## src/rtl/pwm_light_pkg.sv

```systemverilog
// Shared widths, fade state encoding and the brightness level table for the PWM light path.
// Pure declarations; no latency and no backpressure.
package pwm_light_pkg;

  localparam int LEVEL_NUM = 5;
  localparam int CNT_W     = 10;
  localparam int LVL_W     = 3;

  typedef enum logic [1:0] {IDLE, UP, DOWN} fade_state_t;

  // Table values are clamped to the period so a short period saturates at full-on.
  function automatic logic [CNT_W-1:0] level_duty(input logic [LVL_W-1:0] level, input int period);
    int v;
    case (level)
      3'd1:    v = 300;
      3'd2:    v = 400;
      3'd3:    v = 600;
      3'd4:    v = 990;
      default: v = 0;
    endcase
    if (v > period) v = period;
    return CNT_W'(v);
  endfunction

endpackage

```

## src/rtl/pwm_light_ctrl_if.sv

```systemverilog
// Button inputs and light/status outputs of the PWM light controller.
// Master is the controller side; slave is the button logic and light pin side.
interface pwm_light_ctrl_if;
  import pwm_light_pkg::*;

  logic             i_btn_next;
  logic             i_btn_off;
  logic [CNT_W-1:0] o_counter;
  logic             o_pwm;
  logic [LVL_W-1:0] o_level;
  logic [CNT_W-1:0] o_duty;
  logic             o_busy;

  modport master (
    input  i_btn_next, i_btn_off,
    output o_counter, o_pwm, o_level, o_duty, o_busy
  );

  modport slave (
    output i_btn_next, i_btn_off,
    input  o_counter, o_pwm, o_level, o_duty, o_busy
  );

endinterface

```

## src/rtl/pwm_tick_gen.sv

```systemverilog
// Prescaler plus free-running PWM period counter; tick/wrap are combinational from the registers.
// Counter advances one step per tick; no backpressure.
module pwm_tick_gen
  import pwm_light_pkg::*;
#(
  parameter int PRESCALE = 100,
  parameter int PERIOD   = 1000
) (
  input  logic             i_clk,
  input  logic             i_reset,
  output logic [CNT_W-1:0] o_counter,
  output logic             o_tick,
  output logic             o_wrap
);

  localparam int               PW      = (PRESCALE > 1) ? $clog2(PRESCALE) : 1;
  localparam logic [PW-1:0]    PRE_MAX = PW'(PRESCALE - 1);
  localparam logic [CNT_W-1:0] CNT_MAX = CNT_W'(PERIOD - 1);

  logic [PW-1:0] presc_q;

  assign o_tick = (presc_q == PRE_MAX);
  assign o_wrap = o_tick && (o_counter == CNT_MAX);

  always_ff @(posedge i_clk or posedge i_reset) begin
    if (i_reset) begin
      presc_q   <= '0;
      o_counter <= '0;
    end else begin
      presc_q <= o_tick ? '0 : presc_q + 1'b1;
      if (o_wrap)
        o_counter <= '0;
      else if (o_tick)
        o_counter <= o_counter + 1'b1;
    end
  end

endmodule

```

## src/rtl/pwm_light_ctrl.sv

```systemverilog
// Brightness level select, duty fade sequencer and registered PWM compare for one light.
// Level/target one cycle after a button pulse, duty steps only on period wraps, PWM one cycle after counter; no backpressure.
module pwm_light_ctrl
  import pwm_light_pkg::*;
#(
  parameter int PRESCALE     = 100,
  parameter int PERIOD       = 1000,
  parameter int FADE_PERIODS = 4,
  parameter int FADE_STEP    = 10
) (
  input  logic             i_clk,
  input  logic             i_reset,
  pwm_light_ctrl_if.master bus
);

  localparam int               FW      = (FADE_PERIODS > 1) ? $clog2(FADE_PERIODS) : 1;
  localparam logic [FW-1:0]    FP_MAX  = FW'(FADE_PERIODS - 1);
  localparam logic [LVL_W-1:0] LVL_MAX = LVL_W'(LEVEL_NUM - 1);
  localparam logic [CNT_W:0]   STEP11  = (CNT_W + 1)'(FADE_STEP);
  localparam logic [CNT_W-1:0] STEP10  = CNT_W'(FADE_STEP);

  logic [CNT_W-1:0] counter;
  logic             tick;
  logic             wrap;

  logic [LVL_W-1:0] level_q, level_d;
  logic [CNT_W-1:0] target_q, target_d;
  logic [CNT_W-1:0] duty_q, duty_d;
  logic [FW-1:0]    fcnt_q, fcnt_d;
  fade_state_t      state_q, state_d;
  logic             pwm_q;
  logic [CNT_W:0]   up_sum;
  logic [CNT_W:0]   dn_floor;

  pwm_tick_gen #(
    .PRESCALE (PRESCALE),
    .PERIOD   (PERIOD)
  ) u_tick_gen (
    .i_clk     (i_clk),
    .i_reset   (i_reset),
    .o_counter (counter),
    .o_tick    (tick),
    .o_wrap    (wrap)
  );

  wrap_on_tick: assert property (@(posedge i_clk) disable iff (i_reset) wrap |-> tick);

  always_ff @(posedge i_clk or posedge i_reset) begin
    if (i_reset) begin
      level_q  <= '0;
      target_q <= '0;
      duty_q   <= '0;
      fcnt_q   <= '0;
      state_q  <= IDLE;
      pwm_q    <= 1'b0;
    end else begin
      level_q  <= level_d;
      target_q <= target_d;
      duty_q   <= duty_d;
      fcnt_q   <= fcnt_d;
      state_q  <= state_d;
      pwm_q    <= (counter < duty_q);
    end
  end

  always_comb begin
    level_d  = level_q;
    duty_d   = duty_q;
    fcnt_d   = fcnt_q;
    state_d  = IDLE;
    up_sum   = {1'b0, duty_q} + STEP11;
    dn_floor = {1'b0, target_q} + STEP11;

    if (bus.i_btn_off)
      level_d = '0;
    else if (bus.i_btn_next)
      level_d = (level_q == LVL_MAX) ? '0 : level_q + 1'b1;
    target_d = level_duty(level_d, PERIOD);

    // Duty only moves on a wrap so a period never mixes two duty values.
    if (wrap && state_q != IDLE) begin
      if (fcnt_q == FP_MAX) begin
        fcnt_d = '0;
        if (state_q == UP)
          duty_d = (up_sum > {1'b0, target_q}) ? target_q : up_sum[CNT_W-1:0];
        else
          duty_d = ({1'b0, duty_q} < dn_floor) ? target_q : duty_q - STEP10;
      end else begin
        fcnt_d = fcnt_q + 1'b1;
      end
    end

    // State tracks the next-cycle duty/target so busy never lags a retarget.
    if (duty_d == target_d) begin
      state_d = IDLE;
      fcnt_d  = '0;
    end else if (duty_d < target_d) begin
      state_d = UP;
    end else begin
      state_d = DOWN;
    end
  end

  assign bus.o_counter = counter;
  assign bus.o_pwm     = pwm_q;
  assign bus.o_level   = level_q;
  assign bus.o_duty    = duty_q;
  assign bus.o_busy    = (state_q != IDLE);

endmodule
```

## src/flat_wrapper.sv

```systemverilog
// flat-port wrapper written by rule: the top's interface ports become plain ports
module pwm_light_ctrl_flat import pwm_light_pkg::*;
#(
  parameter int PRESCALE     = 100,
  parameter int PERIOD       = 1000,
  parameter int FADE_PERIODS = 4,
  parameter int FADE_STEP    = 10
)
  (i_clk, i_reset, bus_i_btn_next, bus_i_btn_off, bus_o_counter, bus_o_pwm, bus_o_level, bus_o_duty, bus_o_busy);
  pwm_light_ctrl_if bus_i ();
  input  logic i_clk;
  input  logic i_reset;
  input wire logic [$bits(bus_i.i_btn_next)-1:0] bus_i_btn_next;
  input wire logic [$bits(bus_i.i_btn_off)-1:0] bus_i_btn_off;
  output wire logic [$bits(bus_i.o_counter)-1:0] bus_o_counter;
  output wire logic [$bits(bus_i.o_pwm)-1:0] bus_o_pwm;
  output wire logic [$bits(bus_i.o_level)-1:0] bus_o_level;
  output wire logic [$bits(bus_i.o_duty)-1:0] bus_o_duty;
  output wire logic [$bits(bus_i.o_busy)-1:0] bus_o_busy;
  assign bus_i.i_btn_next = bus_i_btn_next;
  assign bus_i.i_btn_off = bus_i_btn_off;
  assign bus_o_counter = bus_i.o_counter;
  assign bus_o_pwm = bus_i.o_pwm;
  assign bus_o_level = bus_i.o_level;
  assign bus_o_duty = bus_i.o_duty;
  assign bus_o_busy = bus_i.o_busy;
  pwm_light_ctrl #(.PRESCALE(PRESCALE), .PERIOD(PERIOD), .FADE_PERIODS(FADE_PERIODS), .FADE_STEP(FADE_STEP)) u_core (.i_clk(i_clk), .i_reset(i_reset), .bus(bus_i));
endmodule
```

## config.mk

```make
export PLATFORM = sky130hd
export DESIGN_NAME = pwm_light_ctrl_flat
export DESIGN_NICKNAME = d
export VERILOG_FILES = /design/src/rtl/pwm_light_pkg.sv /design/src/rtl/pwm_light_ctrl_if.sv /design/src/rtl/pwm_tick_gen.sv /design/src/rtl/pwm_light_ctrl.sv /design/src/flat_wrapper.sv
export SDC_FILE = /design/constraint.sdc
export NUM_CORES = 1
export LEC_CHECK = 0
export ABC_AREA = 1
export ABC_CLOCK_PERIOD_IN_PS = 10700
export CORE_ASPECT_RATIO = 0.7
export CORE_MARGIN = 10
export CORE_UTILIZATION = 60
export CTS_BUF_LIST = sky130_fd_sc_hd__clkbuf_4
export DETAILED_ROUTE_END_ITERATION = 8
export PLACE_DENSITY = 0.82
export SLEW_MARGIN = 20
export SYNTH_ARGS = -nofsm -noshare
export SYNTH_HDL_FRONTEND = slang
export SYNTH_HIERARCHICAL = 1
export SYNTH_SLANG_ARGS = --single-unit
```

## constraint.sdc

```tcl
create_clock -name i_clk -period 10.7 [get_ports i_clk]
set_clock_uncertainty 0.1 [all_clocks]
set_input_delay 3.21 -clock i_clk [delete_from_list [all_inputs] [get_ports i_clk]]
set_output_delay 3.21 -clock i_clk [all_outputs]
set_load 0.01 [all_outputs]
```

---- After elaboration in Yosys (flattened, before gate mapping) ----
Cells that the tools add are included.
storage, ports and cells
  memory bits (writable) .................. 0
  latch bits .............................. 0
  word-level logic and storage cells ...... 53
  output and inout port bits .............. 25
  memories kept ........................... 0
  input port bits ......................... 4
  register bits after elaboration ......... 45
  bits in read-only memories .............. 0
cells by class
  divide/modulo/power cells ............... 0
  $add $sub $neg .......................... 7
  muxes and demuxes ....................... 18
  bitwise gates (word level) .............. 0
  reductions and logical operators ........ 5
  magnitude comparators ................... 5
  equal/unequal tests ..................... 10
  shifts and indexed selects .............. 0
  multiply operators ...................... 0
operators with widths
  operator                                                                count
  10-bit 2-to-1 mux                                                       8
  10-bit case mux with 4 select lines                                     1
  10-bit by 4-bit adder with 11-bit output (second input constant)        2
  10-bit less-than comparator                                             2
  11-bit by 10-bit > comparator with 1-bit output                         1
  10-bit by 11-bit less-than comparator with 1-bit output                 1
  10-bit by 1-bit adder with 10-bit output (second input constant)        1
  10-bit equality test                                                    1
  10-bit equality test (second input constant)                            1
  10-bit > comparator (second input constant)                             1
  2-bit 2-to-1 mux                                                        5
  10-bit by 4-bit subtractor with 10-bit output (second input constant)   1
  3-bit 2-to-1 mux                                                        3
  7-bit by 1-bit adder with 7-bit output (second input constant)          1
  7-bit equality test (second input constant)                             1
  7-bit 2-to-1 mux                                                        1
  3-bit by 2-bit equality test with 1-bit output (second input constant)  2
  3-bit equality test (second input constant)                             2
  2-bit nonzero test                                                      3
  3-bit by 1-bit adder with 3-bit output (second input constant)          1
  3-bit by 1-bit equality test with 1-bit output (second input constant)  1
  2-bit by 1-bit adder with 2-bit output (second input constant)          1
  2-bit by 1-bit equality test with 1-bit output (second input constant)  1
  2-bit equality test (second input constant)                             1
  1-bit logical AND                                                       2

---- Depth between registers and ports, before layout ----
  depth after elaboration ................. 11
  depth in mapped cells ................... 28
  depth with buffers taken out ............ 27

---- By module ----
Netlist, hierarchy kept.
by module, submodules not included
  module          cells an instance  sequential area each (µm²)  area an instance (µm²)  instances
  pwm_light_ctrl  378                650.6                       2,643.8                 1
  pwm_tick_gen    121                425.4                       925.9                   1

---- Least setup slack after synthesis ----
Ideal clock, no wire load.
  path kind ............................... input-to-reg
  start ................................... input bus_i_btn_next
  end ..................................... register u_core.state_q[0]
  library setup time ...................... 0.127 ns
  stages on the path ...................... 15
  path slack .............................. 5.670 ns
  arrival time ............................ 4.803 ns
  required time ........................... 10.473 ns
  buffers on the path ..................... 0
  path through ............................ a31o_2 > nor3_2 > inv_1 > nor2_1 > nand2_1 > inv_2 > nor2_1 > ha_1 > nand4_1 > nor3_1 > inv_1 > o221ai_1 > nor2_1 > inv_1 > a21oi_1
between the ends
  cells in the longest elaborated chain, start to end .. 9
  elaborated cells on any way between the ends .. 13
  those cells by class .................... order compare: 2; eq/ne: 5; mux: 6
RTL lines
  item                                               line                  text
  start: declaration                                 flat_wrapper.sv:13    input wire logic [$bits(bus_i.i_btn_next)-1:0] bus_i_btn_next;
  3-bit 2-to-1 mux (*)                               pwm_light_ctrl.sv:76  else if (bus.i_btn_next)
  3-bit 2-to-1 mux (*)                               pwm_light_ctrl.sv:74  if (bus.i_btn_off)
  via u_core.level_d[0]                              pwm_light_ctrl.sv:26  logic [LVL_W-1:0] level_q, level_d;
  3-bit equality test, or another cell as far along  pwm_light_pkg.sv:14   case (level)
  10-bit case mux with 4 select lines (*)            pwm_light_pkg.sv:14
  10-bit > comparator                                pwm_light_pkg.sv:21   if (v > period) v = period;
  10-bit 2-to-1 mux (*)                              pwm_light_pkg.sv:21
  via u_core.target_d[5]                             pwm_light_ctrl.sv:27  logic [CNT_W-1:0] target_q, target_d;
  10-bit less-than comparator                        pwm_light_ctrl.sv:97  end else if (duty_d < target_d) begin
  2-bit 2-to-1 mux                                   pwm_light_ctrl.sv:97
  2-bit 2-to-1 mux (*)                               pwm_light_ctrl.sv:94  if (duty_d == target_d) begin
  via u_core.state_d[0]                              pwm_light_ctrl.sv:30  fade_state_t state_q, state_d;
  end signal: assignment                             pwm_light_ctrl.sv:61  state_q <= state_d;
  end: declaration                                   pwm_light_ctrl.sv:30
Mark *: on every way through the listed nets, which the timed path passes. The rest lies on a longest branch.
A chain may end at the register's enable or synchronous reset.

---- Worst setup path in the final report ----
  start ................................... input bus_i_btn_next
  end ..................................... register u_core.state_q[1]
Same word-level chain as after synthesis.

==> flow_summary.yaml <==
placed_design:
  placement.io_buffers: 28
  place_ws_ns: 4.837
  dp_hpwl_um: 7299
  placed_cells: 596
  gp_congestion: 0.9125
  placed_area_mm2: 0.003906
worst_hold_path:
  holdCritPathClass: "reg -> reg"
  hold-path-cell-count: 1
clock_tree:
  clock_latency_ns: 0.35
  clk_pin_slew_worst_paths_ns: 0.13
  cts_tree: "done"
  cts.sinks: 43
  cts_setup_buffers: 0
  cts_root_buffer: "clkbuf_4"
  cts_hold_buffers: 0
  clock_path_buffers: 2
  post_cts_resized: 0
  ctsHtreeMaxLevel: 2
  cts_buffers: 5
synth:
  synth_edf_count: 0
  syn_area_mm2: 0.003570
  synth_seq_cells: 43
  ys_types: 41
  syn_area_per_cell_um2: 7.154
  seq_area_frac_synth_pct: 30.14
  ys_warn_count: 6
  synthArstFlopShare_pct: 100.0
  syn_nets: 547
  synth_cells: 499
  ys.flop_type: "dfrtp_1"
job:
  drv_cap: 0
worst_setup_path:
  startpoint_type: "input port"
  cp_slowest_cell: "clkdlybuf4s50_1"
  cp-end-kind: "flip-flop"
  required_ns: 10.85
  critical_path.max_fanout: 7
  reg2reg_depth: 19
  crit_chain: "clkdlybuf4s50_1, a31o_2, nor3_2, inv_1, nor2_1, nand2_1, inv_2, nor2_1, ha_1, nand4_1, nor3_1, inv_1, nor2_1, a21oi_1"
  cp.arrival_ns: 5.62
  crit_type: "in -> reg"
  critPathMaxStageDelay_ns: 0.52
  crit_top_cell: "nor2_1"
outcome:
  status: "finished, final reports clean"
layout:
  area_growth_pct: 10.97
  final_cell_mix: "119 x nand2_1, 68 x inv_1, 51 x nor2_1"
  nNetsFinal: 576
  n_fill_cell: 507
  stdcell_area_mm2: 0.003961
  layout-drive-gt1-share_pct: 8.318
  final_common_cell: "nand2_1"
  stdcell_count: 604
  antenna_cells: 0
die:
  num_rows: 23
  core_region_area_mm2: 0.005756
  dieArea_mm2: 0.009484
  start_util_pct: 62.02
  die_w_um: 112.2
  die_height_um: 84.54
  io_pins: 29
global_routing:
  grt_pass1_wl_um: 15030
  track_usage_pct: 18.95
  antenna_found_initial: 1
  grt_start_max_net_pins: 27
  grt_pass1_vias: 3166
  grt_overflow_total: 0
timing:
  tightestPinTransition_ns: 0.9429
  finalCritPeriodShare_pct: 51.15
  min_period_ns: 5.474
  fin_ws_ns: 5.226
  fmax_mhz: 182.7
  hold_viol_final: 0
  slew_headroom_pct: 36.91
  holdWs_ns: 0.3973
  rsz0062_at_grt: "false"
  finalMaxSlewViolations: 0
  setup_tns_ns: 0
  setup_violations: 0
power_and_ir_drop:
  p_leak_nw: 2.188
  p_per_area_mw_per_mm2: 85.90
  vdd.ir_drop.worst_mv: 0.06965
route:
  avgViaCountPerCell: 5.503
  num_vias: 3324
  drtIter0Drc: 298
  first_pass_iters: 5
  totalWireLength_um: 9101
  wl_per_cell_um: 15.07
  antenna_left: 0
  route.detailed.drc: 0
-- layout make-up --
cell class                 count  area, um^2  area share, %
tap                           75       93.84          2.369
multi-input combinational    364        2133          53.85
timing repair buffer          28       280.3          7.075
sequential                    43        1076          27.16
clock buffer                   5       37.54         0.9476
inverter                      86       322.8          8.149
clock inverter                 3       17.52         0.4422
-- path summary, 6_finish.rpt --
kind                                                                    to                                    from  slack (ns)
min in group asynchronous                     u_core/fcnt_q[0]$_DFFE_PP0P_                                 i_reset        3.14
worst max-delay path                           u_core/state_q[1]$_DFF_PP0_                          bus_i_btn_next        5.23
worst min register to register      u_core/u_tick_gen/presc_q[0]$_DFF_PP0_  u_core/u_tick_gen/presc_q[0]$_DFF_PP0_        0.40
max in group asynchronous       u_core/u_tick_gen/o_counter[5]$_DFFE_PP0P_                                 i_reset        6.89
worst min-delay path                u_core/u_tick_gen/presc_q[0]$_DFF_PP0_  u_core/u_tick_gen/presc_q[0]$_DFF_PP0_        0.40
worst max register to register                 u_core/state_q[0]$_DFF_PP0_  u_core/u_tick_gen/presc_q[0]$_DFF_PP0_        6.20
-- worst max-delay path, delay by kind of cell --
family / cells / cell delay (ns)
adders and majority gates: 1 / 0.30
buffers and inverters: 4 / 0.77
and+or+nand+nor: 7 / 0.94
AOI/OAI and AO/OA: 2 / 0.41
-- state kept, by name, summed over array words and instances (netlist names) --
signal                       count
u_core/target_q                  8
u_core/u_tick_gen/o_counter     10
u_core/u_tick_gen/presc_q        7
u_core/state_q                   2
u_core/bus.o_duty               10
u_core/fcnt_q                    2
u_core/bus.o_pwm                 1
u_core/bus.o_level               3
-- cell families (layout without fill, tap and decap cells) --
family,Yosys count,in the layout,share of synthesized area [%]
AO/OA/AOI/OAI,46,46,7.536
XOR/XNOR,18,18,4.416
adder cells (fa/ha/maj),44,44,15.42
buffers and inverters,92,122,10.09
flip-flops,43,43,30.14
multiplexers,1,1,0.2804
AND/OR/NAND/NOR,255,255,32.11
-- synth_stat cells, types with 5 or more instances --
| library cell | instances | area share, % |
|---|---|---|
| nor2_1 | 51 | 5.4 |
| nand4_1 | 9 | 1.6 |
| nor2_2 | 5 | 0.88 |
| a21oi_1 | 23 | 3.2 |
| nand3_1 | 46 | 6.4 |
| inv_1 | 69 | 7.3 |
| ha_1 | 44 | 15 |
| dfrtp_1 | 43 | 30 |
| o21ai_0 | 6 | 0.84 |
| o21ai_1 | 5 | 0.70 |
| inv_2 | 15 | 1.6 |
| nand2_1 | 119 | 13 |
| xor2_1 | 16 | 3.9 |
| nor3_1 | 8 | 1.1 |
-- power breakdown --
group | internal (mW) | total [mW] | switching, mW
combinational | 0.0271 | 0.0864 | 0.0593
sequential | 0.168 | 0.173 | 0.00551
clock | 0.0254 | 0.0807 | 0.0552
-- through the flow --
step	total power, mW	utilization (%)
after floorplan	0.2369	-
after global placement	0.2565	67.87
after detailed placement	0.2602	67.87
after CTS	0.3412	68.83
after global routing	0.3601	68.83
final	0.3403	68.83
-- metal layers --
metal | global-route usage [%] | vias to the layer above | share of wire [%]
met3 | 4.691 | 15 | 9.6
met5 | 0 | - | 0
met4 | 3.793 | 0 | 1.1
li1 | - | 1652 | -
met2 | 29.92 | 132 | 43
met1 | 25.62 | 1525 | 46
(Power assumes the default switching activity.)
